**config.mk**
```make
export PLATFORM = sky130hd
export DESIGN_NAME = grid_readout_rx_flat
export DESIGN_NICKNAME = d
export VERILOG_FILES = /design/src/rtl/grid_readout_rx_if.sv /design/src/rtl/grid_readout_rx.sv /design/src/flat_wrapper.sv
export SDC_FILE = /design/constraint.sdc
export NUM_CORES = 1
export LEC_CHECK = 0
export ABC_AREA = 1
export CAP_MARGIN = 20
export CELL_PAD_IN_SITES_DETAIL_PLACEMENT = 2
export CELL_PAD_IN_SITES_GLOBAL_PLACEMENT = 2
export CORE_UTILIZATION = 43
export DETAILED_ROUTE_END_ITERATION = 16
export GPL_ROUTABILITY_DRIVEN = 0
export PLACE_DENSITY = 0.95
export SYNTH_ARGS = -nofsm -noshare
export SYNTH_HDL_FRONTEND = slang
export SYNTH_SLANG_ARGS = --single-unit
```
**constraint.sdc**
```tcl
create_clock -name clock -period 14 [get_ports clock]
set_clock_uncertainty 0.1 [all_clocks]
set_input_delay 2.8 -clock clock [delete_from_list [all_inputs] [get_ports clock]]
set_output_delay 2.8 -clock clock [all_outputs]
set_load 0.03 [all_outputs]
```
**src/rtl/grid_readout_rx_if.sv**
```systemverilog
// Serial cell-value link between the grid's solution output and the readout receiver.
// The grid side (master) presents one-hot cell values; the receiver (slave) requests and accepts them.
interface grid_readout_rx_if #(
  parameter int ORD = 3
);
  localparam int LEN = ORD * ORD;

  logic           rq_read;
  logic           in_valid;
  logic           in_ready;
  logic [LEN-1:0] in_value;

  modport master (
    output in_valid,
    output in_value,
    input  rq_read,
    input  in_ready
  );

  modport slave (
    input  in_valid,
    input  in_value,
    output rq_read,
    output in_ready
  );
endinterface

```
**src/rtl/grid_readout_rx.sv**
```systemverilog
// Requests a serial readout of the grid, re-emits each cell as (row, col, number) and
// independently checks row/column/block occupancy to give a pass/fail verdict.
module grid_readout_rx #(
  parameter int ORD = 3
) (
  input  logic                          clock,
  input  logic                          reset,
  input  logic                          rq_start,
  grid_readout_rx_if.slave              grid,
  output logic                          cell_valid,
  output logic [$clog2(ORD*ORD)-1:0]    cell_row,
  output logic [$clog2(ORD*ORD)-1:0]    cell_col,
  output logic [$clog2(ORD*ORD)-1:0]    cell_num,
  output logic                          done,
  output logic                          pass,
  output logic [$clog2(ORD**4)-1:0]     err_idx
);
  localparam int LEN  = ORD * ORD;
  localparam int AREA = LEN * LEN;
  localparam int IDXW = $clog2(AREA);
  localparam int CW   = $clog2(LEN);
  localparam logic [CW-1:0] ORD_C = CW'(ORD);

  typedef enum logic [3:0] {
    S_IDLE    = 4'b0001,
    S_REQUEST = 4'b0010,
    S_RECV    = 4'b0100,
    S_DONE    = 4'b1000
  } state_t;

  state_t state, state_next;

  logic            clear;
  logic            accept;
  logic            last;
  logic            err;
  logic            onehot;
  logic            violation;
  logic [IDXW-1:0] idx;
  logic [CW-1:0]   row;
  logic [CW-1:0]   col;
  logic [CW-1:0]   blk;
  logic [CW-1:0]   num;
  logic [LEN-1:0]  row_mask [LEN];
  logic [LEN-1:0]  col_mask [LEN];
  logic [LEN-1:0]  blk_mask [LEN];

  always_ff @(posedge clock) begin
    if (reset) state <= S_IDLE;
    else       state <= state_next;
  end

  always_comb begin
    state_next    = state;
    grid.rq_read  = 1'b0;
    grid.in_ready = 1'b0;
    clear         = 1'b0;
    accept        = 1'b0;
    unique case (state)
      S_IDLE: begin
        if (rq_start) begin
          clear      = 1'b1;
          state_next = S_REQUEST;
        end
      end
      S_REQUEST: begin
        grid.rq_read = 1'b1;
        state_next   = S_RECV;
      end
      S_RECV: begin
        grid.in_ready = 1'b1;
        accept        = grid.in_valid;
        if (accept && last) state_next = S_DONE;
      end
      S_DONE: begin
        if (rq_start) begin
          clear      = 1'b1;
          state_next = S_REQUEST;
        end
      end
      default: state_next = S_IDLE;
    endcase
  end

  assign last = (idx == IDXW'(AREA - 1));
  assign blk  = (row / ORD_C) * ORD_C + col / ORD_C;

  // An empty or multi-bit value is itself a violation and decodes to number 0.
  always_comb begin
    num    = '0;
    onehot = (grid.in_value != '0) && ((grid.in_value & (grid.in_value - LEN'(1))) == '0);
    for (int k = 0; k < LEN; k++) begin
      if (grid.in_value[k]) num = CW'(k);
    end
    if (!onehot) num = '0;
    violation = !onehot ||
                ((grid.in_value & (row_mask[row] | col_mask[col] | blk_mask[blk])) != '0);
  end

  // Masks absorb every accepted value, even faulty ones, so later conflicts are still seen.
  always_ff @(posedge clock) begin
    if (reset) begin
      cell_valid <= 1'b0;
      cell_row   <= '0;
      cell_col   <= '0;
      cell_num   <= '0;
      err        <= 1'b0;
      err_idx    <= '0;
      idx        <= '0;
      row        <= '0;
      col        <= '0;
      for (int i = 0; i < LEN; i++) begin
        row_mask[i] <= '0;
        col_mask[i] <= '0;
        blk_mask[i] <= '0;
      end
    end else begin
      cell_valid <= 1'b0;
      if (clear) begin
        err     <= 1'b0;
        err_idx <= '0;
        idx     <= '0;
        row     <= '0;
        col     <= '0;
        for (int i = 0; i < LEN; i++) begin
          row_mask[i] <= '0;
          col_mask[i] <= '0;
          blk_mask[i] <= '0;
        end
      end
      if (accept) begin
        cell_valid    <= 1'b1;
        cell_row      <= row;
        cell_col      <= col;
        cell_num      <= num;
        row_mask[row] <= row_mask[row] | grid.in_value;
        col_mask[col] <= col_mask[col] | grid.in_value;
        blk_mask[blk] <= blk_mask[blk] | grid.in_value;
        if (violation && !err) begin
          err     <= 1'b1;
          err_idx <= idx;
        end
        if (!last) begin
          idx <= idx + IDXW'(1);
          if (col == CW'(LEN - 1)) begin
            col <= '0;
            row <= row + CW'(1);
          end else begin
            col <= col + CW'(1);
          end
        end
      end
    end
  end

  assign done = (state == S_DONE);
  assign pass = done & ~err;

endmodule

```
**src/flat_wrapper.sv**
```systemverilog
// flat-port wrapper written by rule: the top's interface ports become plain ports
module grid_readout_rx_flat 
#(
  parameter int ORD = 3
)
  (clock, reset, rq_start, cell_valid, cell_row, cell_col, cell_num, done, pass, err_idx, grid_in_valid, grid_in_value, grid_rq_read, grid_in_ready);
  grid_readout_rx_if #(.ORD(ORD)) grid_i ();
  input  logic clock;
  input  logic reset;
  input  logic rq_start;
  output logic cell_valid;
  output logic [$clog2(ORD*ORD)-1:0] cell_row;
  output logic [$clog2(ORD*ORD)-1:0] cell_col;
  output logic [$clog2(ORD*ORD)-1:0] cell_num;
  output logic done;
  output logic pass;
  output logic [$clog2(ORD**4)-1:0] err_idx;
  input wire logic [$bits(grid_i.in_valid)-1:0] grid_in_valid;
  input wire logic [$bits(grid_i.in_value)-1:0] grid_in_value;
  output wire logic [$bits(grid_i.rq_read)-1:0] grid_rq_read;
  output wire logic [$bits(grid_i.in_ready)-1:0] grid_in_ready;
  assign grid_i.in_valid = grid_in_valid;
  assign grid_i.in_value = grid_in_value;
  assign grid_rq_read = grid_i.rq_read;
  assign grid_in_ready = grid_i.in_ready;
  grid_readout_rx #(.ORD(ORD)) u_core (.clock(clock), .reset(reset), .rq_start(rq_start), .grid(grid_i), .cell_valid(cell_valid), .cell_row(cell_row), .cell_col(cell_col), .cell_num(cell_num), .done(done), .pass(pass), .err_idx(err_idx));
endmodule
```
=== Yosys cells after proc, flatten, opt, wreduce, memory -nomap -nowiden ===
Memory sizes are Yosys's and may differ from the RTL's. A register that Yosys moved wholly into a read port is not among the register bits.
Index checks and enable logic that the tools add are counted.

* Register bits after elaboration: 40
* Latch bits: 0
* RAM bits: 243
* Memory bits (read-only): 0
* Bits of input ports: 13
* Output and inout port bits: 24
* Logic and storage cells: 159
* Memories: 3

{| class="wikitable"
|+ Memory list
! name !! depth !! bits a word !! rd ports !! clocked after memory_dff !! wr ports !! RTL line !! RTL
|-
| u_core.blk_mask || 9 || 9 || 1 || 0 || 9 || grid_readout_rx.sv:46 || <nowiki>logic [LEN-1:0] blk_mask [LEN];</nowiki>
|-
| u_core.col_mask || 9 || 9 || 1 || 1 || 9 || grid_readout_rx.sv:45 || <nowiki>logic [LEN-1:0] col_mask [LEN];</nowiki>
|-
| u_core.row_mask || 9 || 9 || 1 || 1 || 9 || grid_readout_rx.sv:44 || <nowiki>logic [LEN-1:0] row_mask [LEN];</nowiki>
|}

* $add $sub $neg: 5
* Multipliers: 1
* Div/mod/pow operators: 2
* Magnitude comparators: 0
* Equality and inequality tests: 8
* Shifts and indexed selects: 0
* Multiplexer cells: 80
* Bitwise operators: 36
* Reductions and logical operators: 14

{| class="wikitable"
|+ Operators by type and width
! cell !! count
|-
| 2-to-1 mux 9 bit || 30
|-
| 2-to-1 mux 4 bit || 17
|-
| OR 9 bit || 5
|-
| 2-to-1 mux 7 bit || 6
|-
| OR 1 bit || 27
|-
| OR reduction 9 bit || 3
|-
| 2-to-1 mux 1 bit || 20
|-
| bitwise AND 9 bit || 2
|-
| nonzero test 9 bit || 2
|-
| 2-to-1 mux 3 bit || 4
|-
| case mux 4 bit (3 select lines) || 1
|-
| logical NOT 9 bit || 1
|-
| subtractor 9 x 1 -> 9 bit (second input constant) || 1
|-
| adder 4 x 1 -> 4 bit (second input constant) || 2
|-
| divider 4 x 2 -> 4 bit (second input constant) || 2
|-
| == test 4 bit (second input constant) || 2
|-
| adder 7 x 1 -> 7 bit (second input constant) || 1
|-
| == test 7 bit (second input constant) || 1
|-
| adder 4 bit || 1
|-
| == test 4 x 1 -> 1 bit (second input constant) || 1
|-
| == test 4 x 2 -> 1 bit (second input constant) || 1
|-
| == test 4 x 3 -> 1 bit (second input constant) || 1
|-
| multiplier 4 x 2 -> 4 bit (second input constant) || 1
|-
| 2-to-1 mux 2 bit || 2
|-
| other kinds (8) || 12
|}

=== Longest topological paths before layout ===
An unclocked memory read counts as a cell.

* Word-level depth: 11
* Depth in mapped cells: 34
* Depth with buffers taken out: 29

=== Worst setup path before layout ===
Ideal clock, no wire load.

* Path type: reg2reg
* Start point: register u_core.row[2]
* End point: register u_core.err_idx[3]
* Library setup time: 0.114 ns
* Arrival time: 4.418 ns
* Data required time: 13.786 ns
* Path slack: 9.368 ns
* Cell stages (with the launch flop): 32
* Path buffers: 5
* Clock period less this slack: 4.632 ns
* Cell sequence: dfxtp_1 -> buf_4 -> inv_1 -> clkbuf_1 -> nor2_1 -> ha_1 -> inv_1 -> ha_1 -> nand2_1 -> o2111ai_1 -> o21ai_0 -> inv_1 -> fa_1 -> ha_1 -> inv_1 -> fa_1 -> buf_2 -> buf_1 -> nand2_1 -> nand2_1 -> nand2_1 -> nand2_1 -> nand3_1 -> nand2_1 -> nand2_1 -> nor2_1 -> nand3_2 -> nand2_2 -> buf_6 -> nand2_1 -> nand2_1 -> nor2_2

* Word-level cells in the longest chain between the ends: 11

{| class="wikitable"
|+ Ends and longest elaborated chain
! element !! RTL line !! RTL
|-
| start: declaration || grid_readout_rx.sv:40 || <nowiki>logic [CW-1:0] row;</nowiki>
|-
| start signal: assignment || grid_readout_rx.sv:147 || <nowiki>row <= row + CW'(1);</nowiki>
|-
| divider 4 x 2 -> 4 bit || grid_readout_rx.sv:86 || <nowiki>assign blk = (row / ORD_C) * ORD_C + col / ORD_C;</nowiki>
|-
| multiplier 4 x 2 -> 4 bit || grid_readout_rx.sv:86 ||
|-
| adder 4 bit || grid_readout_rx.sv:86 ||
|-
| memory (9 x 9 bit) || -- ||
|-
| OR 9 bit || grid_readout_rx.sv:97 || <nowiki>((grid.in_value & (row_mask[row] | col_mask[col] | blk_mask[blk])) != '0);</nowiki>
|-
| bitwise AND 9 bit || grid_readout_rx.sv:97 ||
|-
| nonzero test 9 bit || grid_readout_rx.sv:97 ||
|-
| logical OR 1 bit || grid_readout_rx.sv:96 || <nowiki>violation = !onehot ||</nowiki>
|-
| logical AND 1 bit || grid_readout_rx.sv:139 || <nowiki>if (violation && !err) begin</nowiki>
|-
| 2-to-1 mux 7 bit || grid_readout_rx.sv:139 ||
|-
| 2-to-1 mux 7 bit || grid_readout_rx.sv:131 || <nowiki>if (accept) begin</nowiki>
|-
| end signal: assignment || grid_readout_rx.sv:141 || <nowiki>err_idx <= idx;</nowiki>
|-
| end: declaration || grid_readout_rx.sv:16 || <nowiki>output logic [$clog2(ORD**4)-1:0] err_idx</nowiki>
|}

Every way passes these cells.
A chain may end at the register's enable or synchronous reset.

=== Final worst setup path ===
* Start point: register u_core.row[3]
* End point: register u_core.err_idx[2]

The elaborated chain is that of the path after synthesis.

==> results.yml <==
cells_and_area:
  layout.nets: 2433
  fin_area_um2: 24500
  fillers: 5360
  drive_above_1_share_pct: 5.48
  syn_to_final_growth_pct: 12.2
timing:
  worst_pin_slew_ns: 1.18
  slew_headroom_pct: 21.3
  rsz0062_at_grt: "false"
  slew_violations: 0
  period_share_pct: 55.4
  fin_crit_ns: 7.76
  setup_ws_ns: 6.24
  finalHoldViolations: 0
  setup_viol: 0
  fin_setup_tns_ns: 0
  fmaxAchievable_mhz: 129
cts:
  cts_buffer_depth: 3
  cts.sinks: 472
  cts_tree: "done"
  post_cts_buffers: 0
  clk_pin_slew_ns: 0.07
  cts-buffers-inserted: 54
  cts_root_buffer: "clkbuf_16"
  cts_resized: 0
  htree_num_levels: 2
  hold_buffers: 0
  clock_latency_ns: 0.63
worst_setup_path:
  cpPeakStageDelay_ns: 0.86
  path_max_fanout: 38
  cpMostUsedCell: "nand2_1"
  start_kind: "flip-flop"
  endpoint_kind: "flip-flop"
  cp_slowest_cell: "inv_1"
  arrival_ns: 8.17
  crit_required_ns: 14.41
  criticalPathCategory: "flip-flop to flip-flop"
synthesis:
  synth_area_um2: 21800
  ys_warn_count: 0
  ys_ff_latch: 472
  synth_top_area_cell: "edfxtp_1"
  yosysTopAreaCellShare_pct: 59.5
  synth.area.top_cells: "edfxtp_1 (59%), nand2_1 (11%), nor2_1 (10%), dfxtp_1 (3.7%), inv_1 (3.1%)"
  ys_seq_area_share_pct: 63.2
  synthCells: 2379
  synth-edff-count: 432
  syn_nets: 2411
  ys.flop_type: "edfxtp_1"
  synth.avg_cell_area_um2: 9.16
  synth.distinct_cells: 42
  async_reset_ff_share_pct: 0
drt:
  drc_errors: 0
  drtAntennaViolNets: 0
  first_pass_iters: 5
  first_iter_violations: 1667
  vias: 18200
  wire_per_inst_um: 29.2
  wl_um: 91200
  vias_per_cell: 5.84
power_and_ir_drop:
  pwr-share-clk_pct: 42.5
  vdd_drop_max_v: 0.000106
  p_sw_share_pct: 26.6
  combPwrFrac_pct: 8.6
  seq_power_share_pct: 48.9
  cellLeakagePower_nw: 10.2
  p_switching_uw: 919
  p_int_mw: 2.54
  cellPowerDensity_nw_per_um2: 141
floorplanning:
  io_pins: 37
  die_width_um: 227
  core.rowCount: 82
  die_h_um: 227
  die-area_um2: 51600
  core_area_um2: 50100
  initial_core_util_pct: 43.5
global_route:
  grt_pass1_vias: 20200
  groute.usage.overall_pct: 35.6
  overflow: 0
  grt_pass1_wl_um: 133000
  grt_max_degree: 83
  antenna_found_initial: 1
run_status:
  outcome: "complete, no violations"
placed_design:
  place_hpwl_um: 56000
  placed_cell_area_um2: 22600
  pre_cts_ws_ns: 6.82
  io_buffers: 36
flow_run:
  max_cap_violations: 0
worst_hold_path:
  hold_path_class: "flip-flop to flip-flop"
-- power by group through the flow --
stage               Combinational, mW  Clock [mW]  Sequential (mW)
CTS                             0.288        1.47             1.69
finish                          0.297        1.47             1.69
detailed placement              0.271           0             1.71
global placement                0.242           0             1.70
global route                    0.314        1.51             1.70
floorplan                       0.153           0             1.70
-- stage by stage --
| stage | std cells | power, mW | utilization (%) | hold WS (ns) |
|---|---|---|---|---|
| 2_1_floorplan | 2379 | 1.85 | - | 0.350 |
| 3_3_place_gp | 3010 | 1.94 | 45.2 | 0.365 |
| 3_5_place_dp | 3010 | 1.99 | 45.2 | 0.396 |
| 4_1_cts | 3112 | 3.45 | 48.7 | 0.431 |
| 5_1_grt | 3120 | 3.52 | 48.9 | 0.464 |
| 6_report | 3120 | 3.46 | 48.9 | 0.438 |
-- logic make-up (layout without fill, tap and decap cells) --
kind of cell / count (synthesis) / after routing / synth area share, %
adder cells (fa/ha/maj): 19 / 19 / 1.19
AND/OR/NAND/NOR: 1345 / 1345 / 23.9
AO/OA/AOI/OAI: 228 / 228 / 5.49
XOR/XNOR: 3 / 3 / 0.121
buffers and inverters: 312 / 380 / 6.13
flip-flops: 472 / 472 / 63.2
other: 0 / 1 / 0
-- layout make-up --
| class | count | area [um2] | area share (%) |
|---|---|---|---|
| clock inverter | 24 | 258 | 1.05 |
| clock buffer | 78 | 1500 | 6.14 |
| antenna | 1 | 2.50 | 0.0102 |
| multi-input combinational | 1595 | 6710 | 27.4 |
| tap | 672 | 841 | 3.44 |
| sequential | 472 | 13800 | 56.3 |
| inverter | 223 | 845 | 3.45 |
| timing repair buffer | 55 | 527 | 2.15 |
-- flip-flops by register name (all words and copies together) (netlist names), 4 cells and up --
name and cells:
u_core.col_mask 144, u_core.cell_num 4, u_core.idx 7, u_core.cell_row 4, u_core.row_mask 144, u_core.err_idx 7, u_core.row 4, u_core.blk_mask 144
u_core.cell_col 4, u_core.state 4, u_core.col 4
-- cell usage after synthesis, types with 15 or more instances --
| cell type | n |
|---|---|
| nand2_1 | 666 |
| nor2_1 | 602 |
| edfxtp_1 | 432 |
| inv_1 | 179 |
| o21ai_0 | 133 |
| buf_2 | 45 |
| dfxtp_1 | 40 |
| o21ai_1 | 39 |
| nand3_1 | 37 |
| a21oi_1 | 32 |
| clkinv_1 | 26 |
| clkbuf_1 | 24 |
| nor3_1 | 19 |
| ha_1 | 16 |
| inv_2 | 15 |
-- worst max-delay path: cells and delay by family (launching register included) --
kind,cells,cell delay (ns)
adder cells (fa/ha/maj),3,1.12
AO/OA/AOI/OAI,2,0.31
AND/OR/NAND/NOR,19,3.24
flip-flops,1,0.83
buffers and inverters,5,1.99
-- cells in the final DEF (no fill, tap or decap), types with 3 or more instances in the layout --
cell	Yosys	final
a21oi_1	32	32
a31oi_1	4	4
buf_4	9	15
buf_6	9	3
bufinv_16	0	5
clkbuf_1	24	18
clkbuf_16	0	54
clkbuf_8	0	6
clkdlybuf4s50_1	0	36
clkinv_1	26	36
clkinv_2	0	4
dfxtp_1	40	37
dfxtp_2	0	3
edfxtp_1	432	432
fa_1	3	3
ha_1	16	15
inv_1	179	179
inv_2	15	15
inv_4	3	3
nand2_1	666	666
nand2_2	3	3
nand3_1	37	37
nor2_1	602	601
nor2_2	7	7
nor2_4	4	5
nor3_1	19	18
o211ai_1	4	4
o21ai_0	133	133
o21ai_1	39	39
o21bai_1	4	4
o22ai_1	4	4
-- layer usage --
metal / wire length (um) / track usage [%]
met4: 4510 / 17.7
met1: 35000 / 43.1
met5: 0 / 0
met2: 46200 / 62.0
met3: 5450 / 5.24
-- final timing paths --
kind / slack (ns) / cells after the start / from / endpoint
max reg2reg: 6.24 / 29 / u_core.row[3] / u_core.err_idx[2]
min: 0.44 / 2 / u_core.cell_num[2] / u_core.cell_num[2]
min reg2reg: 0.44 / 2 / u_core.cell_num[2] / u_core.cell_num[2]
max: 6.24 / 29 / u_core.row[3] / u_core.err_idx[2]
(Power assumes the default switching activity.)
